==> config.mk <==
export PLATFORM = sky130hd
export DESIGN_NAME = prog_ctr
export DESIGN_NICKNAME = d
export VERILOG_FILES = /design/src/rtl/prog_ctr.sv
export SDC_FILE = /design/constraint.sdc
export NUM_CORES = 1
export LEC_CHECK = 0
export BUFFER_PORTS_ARGS = -buffer_cell sky130_fd_sc_hd__buf_4
export CORE_ASPECT_RATIO = 1.25
export CORE_MARGIN = 8
export CORE_UTILIZATION = 52
export CTS_CLUSTER_DIAMETER = 40
export DETAILED_ROUTE_END_ITERATION = 6
export PLACE_DENSITY = 0.79
export SLEW_MARGIN = 10
export SYNTH_ARGS = -nofsm -noshare
export SYNTH_HDL_FRONTEND = slang
export SYNTH_SLANG_ARGS = --single-unit
==> constraint.sdc <==
create_clock -name Clk -period 2.4 [get_ports Clk]
set_input_delay 0.48 -clock Clk [delete_from_list [all_inputs] [get_ports Clk]]
set_output_delay 0.48 -clock Clk [all_outputs]
set_load 0.005 [all_outputs]
==> src/rtl/prog_ctr.sv <==
// Program counter sequencer with IDLE / RUN / HALT control.
// In RUN the PC advances, stalls, jumps or branches relative each cycle,
// with a saturating count of RUN cycles since the last Start.
// All outputs come straight from registers or from the state register,
// so there is no combinational path from any input to any output.

module prog_ctr #(
  parameter int          D          = 12,
  parameter int unsigned START_ADDR = 0
) (
  input  logic         Clk,
  input  logic         Reset,
  input  logic         Start,
  input  logic         Stall,
  input  logic         BranchRel,
  input  logic [D-1:0] Target,
  input  logic         BranchAbs,
  input  logic [D-1:0] AbsAddr,
  input  logic         HaltReq,
  output logic [D-1:0] ProgCtr,
  output logic         Running,
  output logic         Done,
  output logic [15:0]  CycleCt
);

  localparam logic [D-1:0] START_PC = D'(START_ADDR);
  localparam logic [15:0]  CYC_MAX  = 16'hFFFF;

  typedef enum logic [1:0] {
    IDLE = 2'd0,
    RUN  = 2'd1,
    HALT = 2'd2
  } state_t;

  // One action is chosen per RUN cycle; the ordering below is the priority.
  typedef enum logic [2:0] {
    ACT_HALT  = 3'd0,
    ACT_STALL = 3'd1,
    ACT_ABS   = 3'd2,
    ACT_REL   = 3'd3,
    ACT_INC   = 3'd4
  } action_t;

  state_t       state_q;
  state_t       state_d;
  logic [D-1:0] pc_q;
  logic [D-1:0] pc_d;
  logic [15:0]  cyc_q;
  logic [15:0]  cyc_d;
  action_t      action;
  logic [15:0]  cyc_inc;

  // Registers: reset drops everything back to IDLE at the start address.
  always_ff @(posedge Clk or posedge Reset) begin
    if (Reset) begin
      state_q <= IDLE;
      pc_q    <= START_PC;
      cyc_q   <= '0;
    end else begin
      state_q <= state_d;
      pc_q    <= pc_d;
      cyc_q   <= cyc_d;
    end
  end

  // Pick the single RUN-cycle action by fixed priority.
  always_comb begin
    action = ACT_INC;
    if (HaltReq)
      action = ACT_HALT;
    else if (Stall)
      action = ACT_STALL;
    else if (BranchAbs)
      action = ACT_ABS;
    else if (BranchRel)
      action = ACT_REL;
  end

  // Next-state logic; Start only matters outside RUN.
  always_comb begin
    state_d = state_q;
    case (state_q)
      IDLE: if (Start) state_d = RUN;
      RUN:  if (action == ACT_HALT) state_d = HALT;
      HALT: if (Start) state_d = RUN;
      default: state_d = IDLE;
    endcase
  end

  // Datapath next values; a plain D-bit add wraps exactly like a signed
  // offset modulo 2^D, so Target needs no explicit sign extension.
  always_comb begin
    pc_d    = pc_q;
    cyc_d   = cyc_q;
    cyc_inc = (cyc_q == CYC_MAX) ? cyc_q : cyc_q + 16'd1;
    case (state_q)
      IDLE, HALT: begin
        if (Start) begin
          pc_d  = START_PC;
          cyc_d = '0;
        end
      end
      RUN: begin
        cyc_d = cyc_inc;
        case (action)
          ACT_HALT:  pc_d = pc_q;
          ACT_STALL: pc_d = pc_q;
          ACT_ABS:   pc_d = AbsAddr;
          ACT_REL:   pc_d = pc_q + Target;
          default:   pc_d = pc_q + {{(D-1){1'b0}}, 1'b1};
        endcase
      end
      default: begin
        pc_d  = START_PC;
        cyc_d = '0;
      end
    endcase
  end

  // Output decode from registered state only.
  always_comb begin
    Running = (state_q == RUN);
    Done    = (state_q == HALT);
    ProgCtr = pc_q;
    CycleCt = cyc_q;
  end

endmodule

[Word-level counts from Yosys, hierarchy flattened]
Cells that the tools add are included.
Operators by class
  add/sub/neg operators: 3
  equal/unequal tests: 10
  multiplexer cells: 13
  reductions and logical operators: 7
Operator list (number)
  $pmux W12 S3: 1
  $mux W16: 2
  $pmux W16 S2: 1
  $pmux W12 S2: 1
  $add A16 B1 Y16 const B: 1
  $eq A16 B16 Y1 const B: 1
  $add A12 B1 Y12 const B: 1
  $add A12 B12 Y12: 1
  $mux W12: 1
  $mux W3: 4
  $eq A3 B2 Y1 const B: 2
  $reduce_and A2 Y1: 3
  $mux W2: 2
  $ne A2 B1 Y1 const B: 2
  $ne A2 B2 Y1 const B: 2
  $pmux W2 S2: 1
  $reduce_or A2 Y1: 2
  $eq A3 B1 Y1 const B: 1
  $logic_not A3 Y1: 1
  $eq A2 B1 Y1 const B: 1
  $eq A2 B2 Y1 const B: 1
  $logic_not A2 Y1: 1
Word-level totals
  register bits after elaboration: 30
  input bits: 31
  output and inout port bits: 30
  word-level logic and storage cells: 36

[Logic depth before layout (Yosys ltp)]
  depth in word-level cells: 8
  gate-level depth with buffers: 12
  depth with buffers taken out: 12

[Least setup slack after synthesis]
OpenSTA, ideal clock, no wires.
  path kind: input to register
  from: input Stall
  to: register pc_q[10], in the netlist ProgCtr[10]
  library setup time: 0.127 ns
  data arrival time: 2.620 ns
  data required time: 2.273 ns
  setup slack: -0.347 ns
  cell stages on the path: 11
  buffers on the path: 1
  path through: nor2_1 -> and3_1 -> clkbuf_1 -> and2_1 -> ha_1 -> nor2b_1 -> o21ai_0 -> a211oi_1 -> or4_1 -> a21oi_1 -> o21ai_0
On the way
  cells in the longest elaborated chain, start to end: 6
  elaborated cells between the ends (all ways): 11
  those cells by class: 4 x eq/ne; 4 x mux; 3 x reduce/logical
Ends and longest elaborated chain
  start, declared: RTL line 14  | input logic Stall,
  $mux W3 *: RTL line 71  | else if (Stall)
  $mux W3 *: RTL line 69  | if (HaltReq)
  $eq A3 B1 Y1 or $logic_not A3 Y1 (tied branches): RTL line 105  | case (action)
  $reduce_or A2 Y1 (no source line)
  $pmux W12 S3 or $ne A2 B2 Y1 (tied branches)
  $pmux W12 S2 or $reduce_and A2 Y1 (tied branches)
  end signal, assigned: RTL line 61  | pc_q <= pc_d;
  end, declared: RTL line 46  | logic [D-1:0] pc_q;
Mark *: on every way between the ends. The rest lies on a longest branch, timed or not.
A chain may end at the register's enable or synchronous reset.

[Worst setup path after layout]
Same ends and word-level chain as after synthesis.

==> impl_metrics.yaml <==
layout:
  num_antenna_cells: 0
  fillers: 315
  fin_nets: 377
  drive_gt1_share_pct: 40.42
  fin_cells: 390
  final_cell_mix: "89 x buf_4, 32 x nand2_1, 30 x dfrtp_1"
  layout_commonest_cell: "buf_4"
  area_growth_pct: 45.07
  post-route-cell-area_sq_mm: 0.003053
run_status:
  violations: "setup timing"
  outcome: "complete, but fails checks"
power_and_ir_drop:
  ir_worst_vdd_v: 0.0004671
  p_leak_uw: 0.001483
  pwr_density_cell_mw_per_mm2: 454.2
sta:
  period_needed_ps: 2424
  setup-violations-final: 1
  setup_slack_ps: -24.33
  skew_ps: 6.850
  slew_headroom_pct: 61.99
  rsz0062_at_grt: "true"
  finalMaxSlewViolations: 0
  hold_violations: 0
  holdWs_ps: 274.1
  fmax_mhz: 412.5
  post-route-period-util_pct: 101.0
  tightest_slew_ps: 570.1
synth:
  async_flop_share_pct: 100.0
  syn-cell-area_sq_mm: 0.002105
  syn_inst: 241
  yosys_register_bits: 30
  yosysSeqAreaShare_pct: 35.67
  synthDistinctLibCells: 51
  synth_edf_count: 0
  ys_warn_count: 0
  synth_nets: 285
  syn_avg_cell_area_sq_um: 8.732
  synth-main-ff-cell: "dfrtp_1"
route:
  wl_met2_um: 3369
  wl_per_cell_um: 17.32
  firstDrtPassIters: 4
  met3_length_um: 411
  vias_per_cell: 5.692
  drcViolationCount: 0
  wirelength_um: 6756
  num_vias: 2220
  wl_met1_um: 2805
  drtIter0Drc: 183
  ant_nets: 0
  top_layer_used: "met4"
setup_path:
  worstSetupPathType: "input port to flop"
  cp_data_arrival_time_ps: 2590
  critPathRequiredTime_ps: 2560
  cp-start-kind: "input port"
  end_kind: "flop"
  crit_path_max_fanout: 5
clock_network:
  ctsLongestPathBuffers: 2
  cts_tree: "yes"
  cts-root-buf: "clkbuf_8"
  clkTransAtPathRegs_ps: 70
  cts-buffers-inserted: 5
  htree_levels: 2
  cts_hold_buf: 0
  numClockSinks: 30
  clk_latency_ps: 290
grt:
  antenna_found_initial: 0
  grt_max_degree: 31
  grt_overflow: 0
  track_usage_pct: 21.54
  grt_pass1_vias: 2393
  grt_pass1_wl_um: 10960
floorplanning:
  core-area_sq_mm: 0.004001
  pin_count: 61
  rows: 26
  start_util_pct: 52.60
  dieArea_sq_mm: 0.006351
  die_y_um: 87.13
  fp.dieW_um: 72.90
placed_design:
  hpwl_um: 4807
  place_congestion: 0.8453
  dpl_worst_slack_ps: -287.7
  place_area_sq_mm: 0.002889
  port_buffers: 60
  dp.cells: 377
run:
  drv_cap: 0
hold_path:
  hold_path_class: "input port to asynchronous set/reset pin"
-- cells by family after synthesis --
group	share of synthesized area (%)
and+or+nand+nor	26.28
AOI/OAI and AO/OA	20.45
DFF	35.67
muxes	0.9513
xor gates and xnor gates	6.243
buffers and inverters	2.318
adders and majority gates	8.085
-- synthesized netlist by cell type (all sizes together) (3+ instances only) --
master	number	area (sq um)
and3	4	32.53
ha	12	150.1
and2	11	68.82
xor2	9	78.83
o21ai	24	120.1
xnor2	6	52.55
a211oi	5	37.54
o31ai	5	37.54
nand4	3	18.77
inv	7	26.27
o221ai	4	35.03
o22ai	3	18.77
a21oi	8	40.04
nand2	33	126.4
nor3	4	20.02
dfrtp	30	750.7
nor2b	5	31.28
clkbuf	4	15.01
nor2	22	85.09
nand3	10	55.05
nand2b	5	31.28
-- layout make-up --
class	instances	area (sq um)	share of cell area (%)
sequential	30	750.7	24.59
multi-input combinational	200	1446	47.38
inverter	7	26.28	0.8607
clock buffer	7	86.33	2.828
tap	56	70.07	2.295
clock inverter	1	5.005	0.1639
timing repair buffer	89	668.1	21.89
-- layer usage --
| layer | vias up | GRT usage (%) |
|---|---|---|
| met1 | 1067 | 24.18 |
| met5 | - | 0 |
| met4 | 0 | 9.307 |
| li1 | 1052 | - |
| met2 | 80 | 37.28 |
| met3 | 21 | 5.300 |
-- repair_timing --
| item | CTS | global route |
|---|---|---|
| gates cloned | 0 | 1 |
| setup endpoints to repair | 2 | 5 |
| pin swaps | 0 | 8 |
| gates resized for setup | 1 | 12 |
| setup buffers | 0 | 4 |
-- metrics by stage --
step,utilization [%],total power (uW),setup TNS [ps]
5_1_grt,76.30,1453,-118.5
3_3_place_gp,72.20,937.5,-840.7
6_report,76.30,1387,-24.33
2_1_floorplan,-,758.6,-20.16
3_5_place_dp,72.20,942.9,-1384
4_1_cts,74.58,1379,0
-- state kept, by name (all words and copies together), names as in the netlist --
| name | flops |
|---|---|
| state_q | 2 |
| CycleCt | 16 |
| ProgCtr | 12 |
-- where the power goes --
| group | total (uW) | internal [uW] | switching, uW |
|---|---|---|---|
| Sequential | 578 | 538 | 39.8 |
| Combinational | 372 | 175 | 197 |
| Clock | 437 | 231 | 205 |
-- worst max-delay path: stages --
cell and delay, ps:
buf_4 130, nor2_4 130, and3_4 240, nand2b_1 70
ha_2 190, inv_2 60, fa_2 220, nor2b_2 60
o21ai_2 200, a211oi_2 110, or4_4 430, a21oi_2 170
o21ai_1 80
-- worst paths after layout --
path	start	end	slack [ps]	cells after the start
setup / recovery	Stall	ProgCtr[10]$_DFFE_PP0P_	-20	13
hold / removal	Reset	ProgCtr[2]$_DFFE_PP0P_	270	3
setup reg to reg	ProgCtr[0]$_DFFE_PP0P_	ProgCtr[8]$_DFFE_PP0P_	230	9
hold reg to reg	ProgCtr[3]$_DFFE_PP0P_	ProgCtr[3]$_DFFE_PP0P_	510	2
max in group asynchronous	Reset	ProgCtr[8]$_DFFE_PP0P_	1820	3
min in group Clk	AbsAddr[2]	ProgCtr[2]$_DFFE_PP0P_	470	3
(Power assumes the default switching activity.)
